<file path="config.mk">
export PLATFORM = sky130hd
export DESIGN_NAME = snes_pad_responder
export DESIGN_NICKNAME = d
export VERILOG_FILES = /design/src/rtl/snes_pkg.sv /design/src/rtl/snes_pin_sync.sv /design/src/rtl/snes_pad_responder.sv
export SDC_FILE = /design/constraint.sdc
export NUM_CORES = 1
export LEC_CHECK = 0
export BUFFER_PORTS_ARGS = -buffer_cell sky130_fd_sc_hd__buf_2
export CORE_UTILIZATION = 35
export CTS_BUF_LIST = sky130_fd_sc_hd__clkbuf_2
export DETAILED_ROUTE_END_ITERATION = 12
export PLACE_DENSITY = 0.67
export SETUP_SLACK_MARGIN = 0.1
export SLEW_MARGIN = 30
export SYNTH_ARGS = -nofsm -noshare
export SYNTH_HDL_FRONTEND = slang
export SYNTH_SLANG_ARGS = --single-unit
</file>
<file path="constraint.sdc">
create_clock -name clk -period 2.9 [get_ports clk]
set_input_delay 0.145 -clock clk [delete_from_list [all_inputs] [get_ports clk]]
set_output_delay 0.145 -clock clk [all_outputs]
set_load 0.005 [all_outputs]
</file>
<file path="src/rtl/snes_pkg.sv">
`default_nettype none
// ============================================================================
//  Module   : snes_pkg
//  Purpose  : Shared types and constants for the SNES pad responder
//             (device-side end of the SNES controller serial protocol).
//  Contents : snes_resp_state_t - responder FSM states
//             SNES_NUM_BITS     - bits per frame
//             SNES_IDX_W        - width of the bit index (must hold 0..16)
//  Revision : 1.0 - initial release
// ============================================================================
package snes_pkg;

  localparam int SNES_NUM_BITS = 16;
  localparam int SNES_IDX_W    = 5;

  typedef enum logic [1:0] {
    IDLE    = 2'd0,
    LATCHED = 2'd1,
    SHIFT   = 2'd2,
    DONE    = 2'd3
  } snes_resp_state_t;

endpackage
`default_nettype wire

</file>
<file path="src/rtl/snes_pin_sync.sv">
`default_nettype none
// ============================================================================
//  Module   : snes_pin_sync
//  Purpose  : Brings one asynchronous protocol pin into the clk domain through
//             a 2-flop synchronizer, optionally debounces it, and reports the
//             current level plus single-cycle rise/fall strobes.
//  Macro    : SNES_RESP_GLITCH_FILTER_EN - when defined, the synchronized pin
//             only changes after FILT_CYCLES consecutive differing samples.
//  Ports    : clk       - system clock
//             rst_b     - synchronous active-low reset
//             pin_async - raw pin from the host
//             level     - synchronized (and filtered) pin level
//             rise      - high for one cycle after level goes 0->1
//             fall      - high for one cycle after level goes 1->0
//  Revision : 1.0 - initial release
// ============================================================================
module snes_pin_sync #(
  parameter int FILT_CYCLES = 4
) (
  input  logic clk,
  input  logic rst_b,
  input  logic pin_async,
  output logic level,
  output logic rise,
  output logic fall
);

  logic sync1_q;
  logic sync2_q;
  logic prev_q;
  logic cur;

  // Reject out-of-range filter lengths at elaboration: the counter is 4 bits.
  if (FILT_CYCLES < 2 || FILT_CYCLES > 15) begin : g_filt_range_check
    $error("snes_pin_sync: FILT_CYCLES must be in 2..15");
  end

  always_ff @(posedge clk) begin
    if (!rst_b) begin
      sync1_q <= 1'b0;
      sync2_q <= 1'b0;
    end else begin
      sync1_q <= pin_async;
      sync2_q <= sync1_q;
    end
  end

`ifdef SNES_RESP_GLITCH_FILTER_EN
  logic       filt_q;
  logic       filt_d;
  logic [3:0] cnt_q;
  logic [3:0] cnt_d;

  // Count consecutive samples that disagree with the filtered value; the
  // FILT_CYCLES-th such sample flips it. Any agreeing sample restarts the run.
  always_comb begin
    filt_d = filt_q;
    cnt_d  = 4'd0;
    if (sync2_q != filt_q) begin
      if (cnt_q == 4'(FILT_CYCLES - 1)) begin
        filt_d = sync2_q;
      end else begin
        cnt_d = cnt_q + 4'd1;
      end
    end
  end

  always_ff @(posedge clk) begin
    if (!rst_b) begin
      filt_q <= 1'b0;
      cnt_q  <= 4'd0;
    end else begin
      filt_q <= filt_d;
      cnt_q  <= cnt_d;
    end
  end

  assign cur = filt_q;
`else
  assign cur = sync2_q;
`endif

  always_ff @(posedge clk) begin
    if (!rst_b) begin
      prev_q <= 1'b0;
    end else begin
      prev_q <= cur;
    end
  end

  // Both operands are flops, so the strobes are glitch-free and the FSM flop
  // that consumes them is the third register after the pin.
  assign level = cur;
  assign rise  = cur & ~prev_q;
  assign fall  = ~cur & prev_q;

endmodule
`default_nettype wire

</file>
<file path="src/rtl/snes_pad_responder.sv">
`default_nettype none
// ============================================================================
//  Module   : snes_pad_responder
//  Purpose  : Emulates a SNES game pad: captures `buttons` while the host
//             latch is high and shifts them out LSB first, active-low, one bit
//             per rising edge of the host data clock.
//  Macro    : SNES_RESP_GLITCH_FILTER_EN - adds a FILT_CYCLES glitch filter on
//             both protocol pins (passed through to snes_pin_sync).
//  Ports    : clk, rst_b   - system clock, synchronous active-low reset
//             buttons      - 1 = pressed, bit 0 shifted first
//             data_latch   - host latch (asynchronous)
//             data_clock   - host shift clock (asynchronous)
//             serial_data  - pad data line, 0 = pressed
//             busy         - frame in progress (LATCHED or SHIFT)
//             frame_done   - one-cycle pulse after the 16th bit
//             frame_abort  - one-cycle pulse when a latch interrupts SHIFT
//             bit_idx      - index of the bit being driven, 0..16
//  Revision : 1.0 - initial release
// ============================================================================
module snes_pad_responder
  import snes_pkg::*;
#(
  parameter int FILT_CYCLES = 4
) (
  input  logic                     clk,
  input  logic                     rst_b,
  input  logic [SNES_NUM_BITS-1:0] buttons,
  input  logic                     data_latch,
  input  logic                     data_clock,
  output logic                     serial_data,
  output logic                     busy,
  output logic                     frame_done,
  output logic                     frame_abort,
  output logic [SNES_IDX_W-1:0]    bit_idx
);

  logic latch_level;
  logic latch_rise;
  logic latch_fall;
  logic clk_level;
  logic clk_rise;
  logic clk_fall;

  snes_pin_sync #(
    .FILT_CYCLES (FILT_CYCLES)
  ) u_latch_sync (
    .clk       (clk),
    .rst_b     (rst_b),
    .pin_async (data_latch),
    .level     (latch_level),
    .rise      (latch_rise),
    .fall      (latch_fall)
  );

  snes_pin_sync #(
    .FILT_CYCLES (FILT_CYCLES)
  ) u_clock_sync (
    .clk       (clk),
    .rst_b     (rst_b),
    .pin_async (data_clock),
    .level     (clk_level),
    .rise      (clk_rise),
    .fall      (clk_fall)
  );

  // Only the latch level/fall and the clock rise drive the protocol.
  logic unused_pin_events;
  assign unused_pin_events = ^{latch_rise, clk_level, clk_fall};

  snes_resp_state_t         state_q,       state_d;
  logic [SNES_NUM_BITS-1:0] sr_q,          sr_d;
  logic [SNES_IDX_W-1:0]    bit_idx_q,     bit_idx_d;
  logic                     serial_data_q, serial_data_d;
  logic                     busy_q,        busy_d;
  logic                     frame_done_q,  frame_done_d;
  logic                     frame_abort_q, frame_abort_d;

  always_comb begin
    state_d       = state_q;
    sr_d          = sr_q;
    bit_idx_d     = bit_idx_q;
    frame_done_d  = 1'b0;
    frame_abort_d = 1'b0;

    // The snapshot tracks `buttons` for as long as the latch is high, in any
    // state, so the frame reports the value seen on the latch's last high cycle.
    if (latch_level) begin
      sr_d = buttons;
    end

    unique case (state_q)
      IDLE: begin
        if (latch_level) begin
          state_d = LATCHED;
        end
      end
      LATCHED: begin
        bit_idx_d = '0;
        if (latch_fall) begin
          state_d = SHIFT;
        end
      end
      SHIFT: begin
        // Latch wins over a clock edge arriving in the same cycle.
        if (latch_level) begin
          state_d       = LATCHED;
          bit_idx_d     = '0;
          frame_abort_d = 1'b1;
        end else if (clk_rise) begin
          sr_d      = {1'b0, sr_q[SNES_NUM_BITS-1:1]};
          bit_idx_d = bit_idx_q + SNES_IDX_W'(1);
          if (bit_idx_q == SNES_IDX_W'(SNES_NUM_BITS - 1)) begin
            state_d      = DONE;
            frame_done_d = 1'b1;
          end
        end
      end
      DONE: begin
        // Further clock edges are ignored; bit_idx parks at 16.
        if (latch_level) begin
          state_d   = LATCHED;
          bit_idx_d = '0;
        end
      end
      default: begin
        state_d = IDLE;
      end
    endcase

    // Outputs are registered from the next-state values so they change on the
    // same edge as the state they describe.
    unique case (state_d)
      IDLE:    serial_data_d = 1'b1;
      DONE:    serial_data_d = 1'b0;
      default: serial_data_d = ~sr_d[0];
    endcase
    busy_d = (state_d == LATCHED) || (state_d == SHIFT);
  end

  always_ff @(posedge clk) begin
    if (!rst_b) begin
      state_q       <= IDLE;
      sr_q          <= '0;
      bit_idx_q     <= '0;
      serial_data_q <= 1'b1;
      busy_q        <= 1'b0;
      frame_done_q  <= 1'b0;
      frame_abort_q <= 1'b0;
    end else begin
      state_q       <= state_d;
      sr_q          <= sr_d;
      bit_idx_q     <= bit_idx_d;
      serial_data_q <= serial_data_d;
      busy_q        <= busy_d;
      frame_done_q  <= frame_done_d;
      frame_abort_q <= frame_abort_d;
    end
  end

  assign serial_data = serial_data_q;
  assign busy        = busy_q;
  assign frame_done  = frame_done_q;
  assign frame_abort = frame_abort_q;
  assign bit_idx     = bit_idx_q;

endmodule
`default_nettype wire

</file>
==> out/qor.yml <==
synthesis:
  synth-seq-cells: 33
  synth_area_leaders: "dfxtp_1, mux2i_1, nor2_1, and2_1, ha_1"
  ys_top_cells_by_count: "dfxtp_1, nor2_1, nand2_1"
  synth_flop_cell: "dfxtp_1"
  netlist_area_um2: 1460
  synth.distinct_cells: 35
  ys_warn_count: 0
  synth-async-reset-ratio_pct: 0
  synth-edff-count: 0
  postSynthAreaPerCell_um2: 9.38
  yosysMostFrequentCell: "dfxtp_1"
  synth_seq_area_share_pct: 45.1
  synthesis.nets: 182
  netlist_instances: 156
  synth.top_cell.area_share_pct: 45.1
  yosysTopAreaCell: "dfxtp_1"
sta:
  slew_viol_final: 0
  max_freq_ghz: 0.525
  min_period_over_period_pct: 65.7
  hold_viol: 0
  worst_pin_slew_ps: 493
  fin_skew_ps: 33.8
  rsz0062_at_grt: "false"
  period_needed_ps: 1900
  setup_violations: 0
  max_slew_margin_pct: 67.1
  whs_ps: 64.7
  tns_ps: 0
power:
  p_clk_share_pct: 28.8
  p_int_mw: 0.566
  combPwrFrac_pct: 9.0
  power.density_nw_per_um2: 448
  total_power_mw: 0.768
  ir_drop_v: 0.000172
  leakagePower_nw: 0.798
  swShare_pct: 26.3
  p_seq_share_pct: 62.2
  power_switching_mw: 0.202
setup_path:
  cp-end-kind: "flip-flop"
  critical_path_class: "reg2reg"
  crit_end: "busy$_SDFF_PN0_"
  start_kind: "flip-flop"
  reg2reg_to: "busy$_SDFF_PN0_"
  crit_required_ps: 3180
  worstReg2RegStart: "bit_idx[0]$_SDFFE_PN0P_"
  path_max_fanout: 4
  rr_worst_depth: 8
  cp-startpoint: "bit_idx[0]$_SDFFE_PN0P_"
  r2r_slack_ps: 1000
  critPathArrivalTime_ps: 2180
route:
  dr.pass1.iters: 4
  wl_per_cell_um: 11.8
  ant_nets: 0
  vias: 1139
  drc_errors: 0
  first_iter_violations: 34
  avgViaCountPerCell: 4.77
  wirelength_um: 2810
clock_network:
  clockBufferDepth: 2
  cts_made_buffers: 5
  cts_sinks: 33
  htreeDepth: 2
  cts.clk_slew.worst_paths_ps: 200
  cts_tree: "built"
  clock_latency_ps: 390
  post-cts-setup-buffer-count: 0
  cts_root_buf: "clkbuf_2"
global_route:
  grt_start_max_net_pins: 34
  grt-ovfl-total: 0
  grtUsageTotal_pct: 14.5
  antenna_found_initial: 0
  first_global_vias: 1064
  grt_pass1_wl_um: 4640
layout:
  synthToLayoutAreaGrowth_pct: 16.9
  drive_gt1_share_pct: 23.8
  antennaDiodeCount: 0
  fill_cells: 410
  nets: 214
run:
  cap_viol_max_count: 0
die:
  die_h_um: 66.7
  row_count: 23
  io_pins: 29
  initial_core_util_pct: 36.6
  die_w_um: 66.7
  core_area_um2: 4000
  die_area_um2: 4440
place:
  port_buffers: 28
  place_congestion: 0.789
  dp_hpwl_um: 1990
min_path:
  hold_class: "in2reg"
outcome:
  status: "completed"
-- registers in the layout, summed over array words and instances, names as in the netlist --
register / flops
sr_q: 16
bit_idx: 5
state_q: 2
busy: 1
frame_abort: 1
frame_done: 1
serial_data: 1
u_clock_sync.level: 1
u_clock_sync.prev_q: 1
u_clock_sync.sync1_q: 1
u_latch_sync.level: 1
u_latch_sync.prev_q: 1
u_latch_sync.sync1_q: 1
-- placed cells by master, fill, tap and decap left out, drive strengths merged, types with 6 or more instances in the layout --
cell type,synthesis,routed
mux2i,8,8
o221ai,8,8
ha,6,6
nor2,21,21
and2,12,12
dfxtp,33,33
nor2b,7,7
inv,6,6
nand2,14,14
clkbuf,4,6
buf,3,30
o21ai,6,6
-- worst max-delay path, stage by stage (launching register included) --
cell and delay, ps:
dfxtp_1 430, ha_1 210, and3_1 170, ha_1 160
inv_1 70, o31a_1 300, a2bb2oi_2 160, xnor2_1 140
and2_1 150
-- cell type report --
type / count / area, um2 / area share [%]
Sequential cell: 33 / 661 / 38.6
Timing Repair Buffer: 32 / 175 / 10.2
Tap cell: 50 / 62.6 / 3.65
Multi-Input combinational cell: 110 / 751 / 43.9
Inverter: 6 / 22.5 / 1.32
Clock inverter: 2 / 10.0 / 0.585
Clock buffer: 6 / 30.0 / 1.75
-- through the flow --
| step | worst slack, ps | instances | util [%] | area [um2] |
|---|---|---|---|---|
| after global placement | 1050 | 229 | 41.3 | 1650 |
| after floorplan | 1170 | 156 | - | 1460 |
| final | 996 | 239 | 42.8 | 1710 |
| after CTS | 979 | 239 | 42.8 | 1710 |
| after detailed placement | 1040 | 229 | 41.3 | 1650 |
| after global routing | 850 | 239 | 42.8 | 1710 |
-- worst min path at each step --
| stage | from | endpoint | depth (start not counted) | slack (ps) |
|---|---|---|---|---|
| 4_1_cts | buttons[5] | sr_q[5]$_SDFF_PN0_ | 3 | 40 |
| 3_5_place_dp | data_clock | u_clock_sync.sync1_q$_SDFF_PN0_ | 2 | 360 |
| 2_1_floorplan | data_clock | u_clock_sync.sync1_q$_SDFF_PN0_ | 1 | 270 |
| 5_1_grt | buttons[4] | sr_q[4]$_SDFF_PN0_ | 3 | 30 |
| 3_3_place_gp | data_clock | u_clock_sync.sync1_q$_SDFF_PN0_ | 2 | 360 |
| 6_report | buttons[5] | sr_q[5]$_SDFF_PN0_ | 3 | 60 |
-- logic make-up (layout without fill, tap and decap cells) --
group           count (synthesis)  after routing  share of synthesized area [%]
simple gates                   64             64                           22.6
buf+inv                        13             46                           3.59
compound gates                 30             30                           16.8
fa+ha+maj                       6              6                           5.13
mux                             9              9                           6.24
xor+xnor                        1              1                          0.598
flops                          33             33                           45.1
-- layer usage --
layer | part of all wire [%] | wire length [um] | GRT usage (%) | vias to the layer above
li1 | - | - | - | 605
met1 | 50 | 1410 | 17.0 | 504
met2 | 43 | 1220 | 22.2 | 28
met3 | 5.4 | 153 | 5.31 | 2
met4 | 1.2 | 34 | 8.78 | 0
met5 | 0 | 0 | 0 | -
-- repair_timing --
item / 4_1_cts / 5_1_grt
endpoints found under the hold margin: 2 / 0
resized for setup: 0 / 0
hold buffers: 2 / 0
-- power groups by stage --
stage	clock network (mW)	registers (mW)	logic (mW)
finish	0.221	0.478	0.0691
global route	0.260	0.480	0.0787
CTS	0.235	0.478	0.0698
detailed placement	0	0.487	0.0675
global placement	0	0.487	0.0675
floorplan	0	0.484	0.0467
No activity file was read; power rests on OpenSTA's default activity.
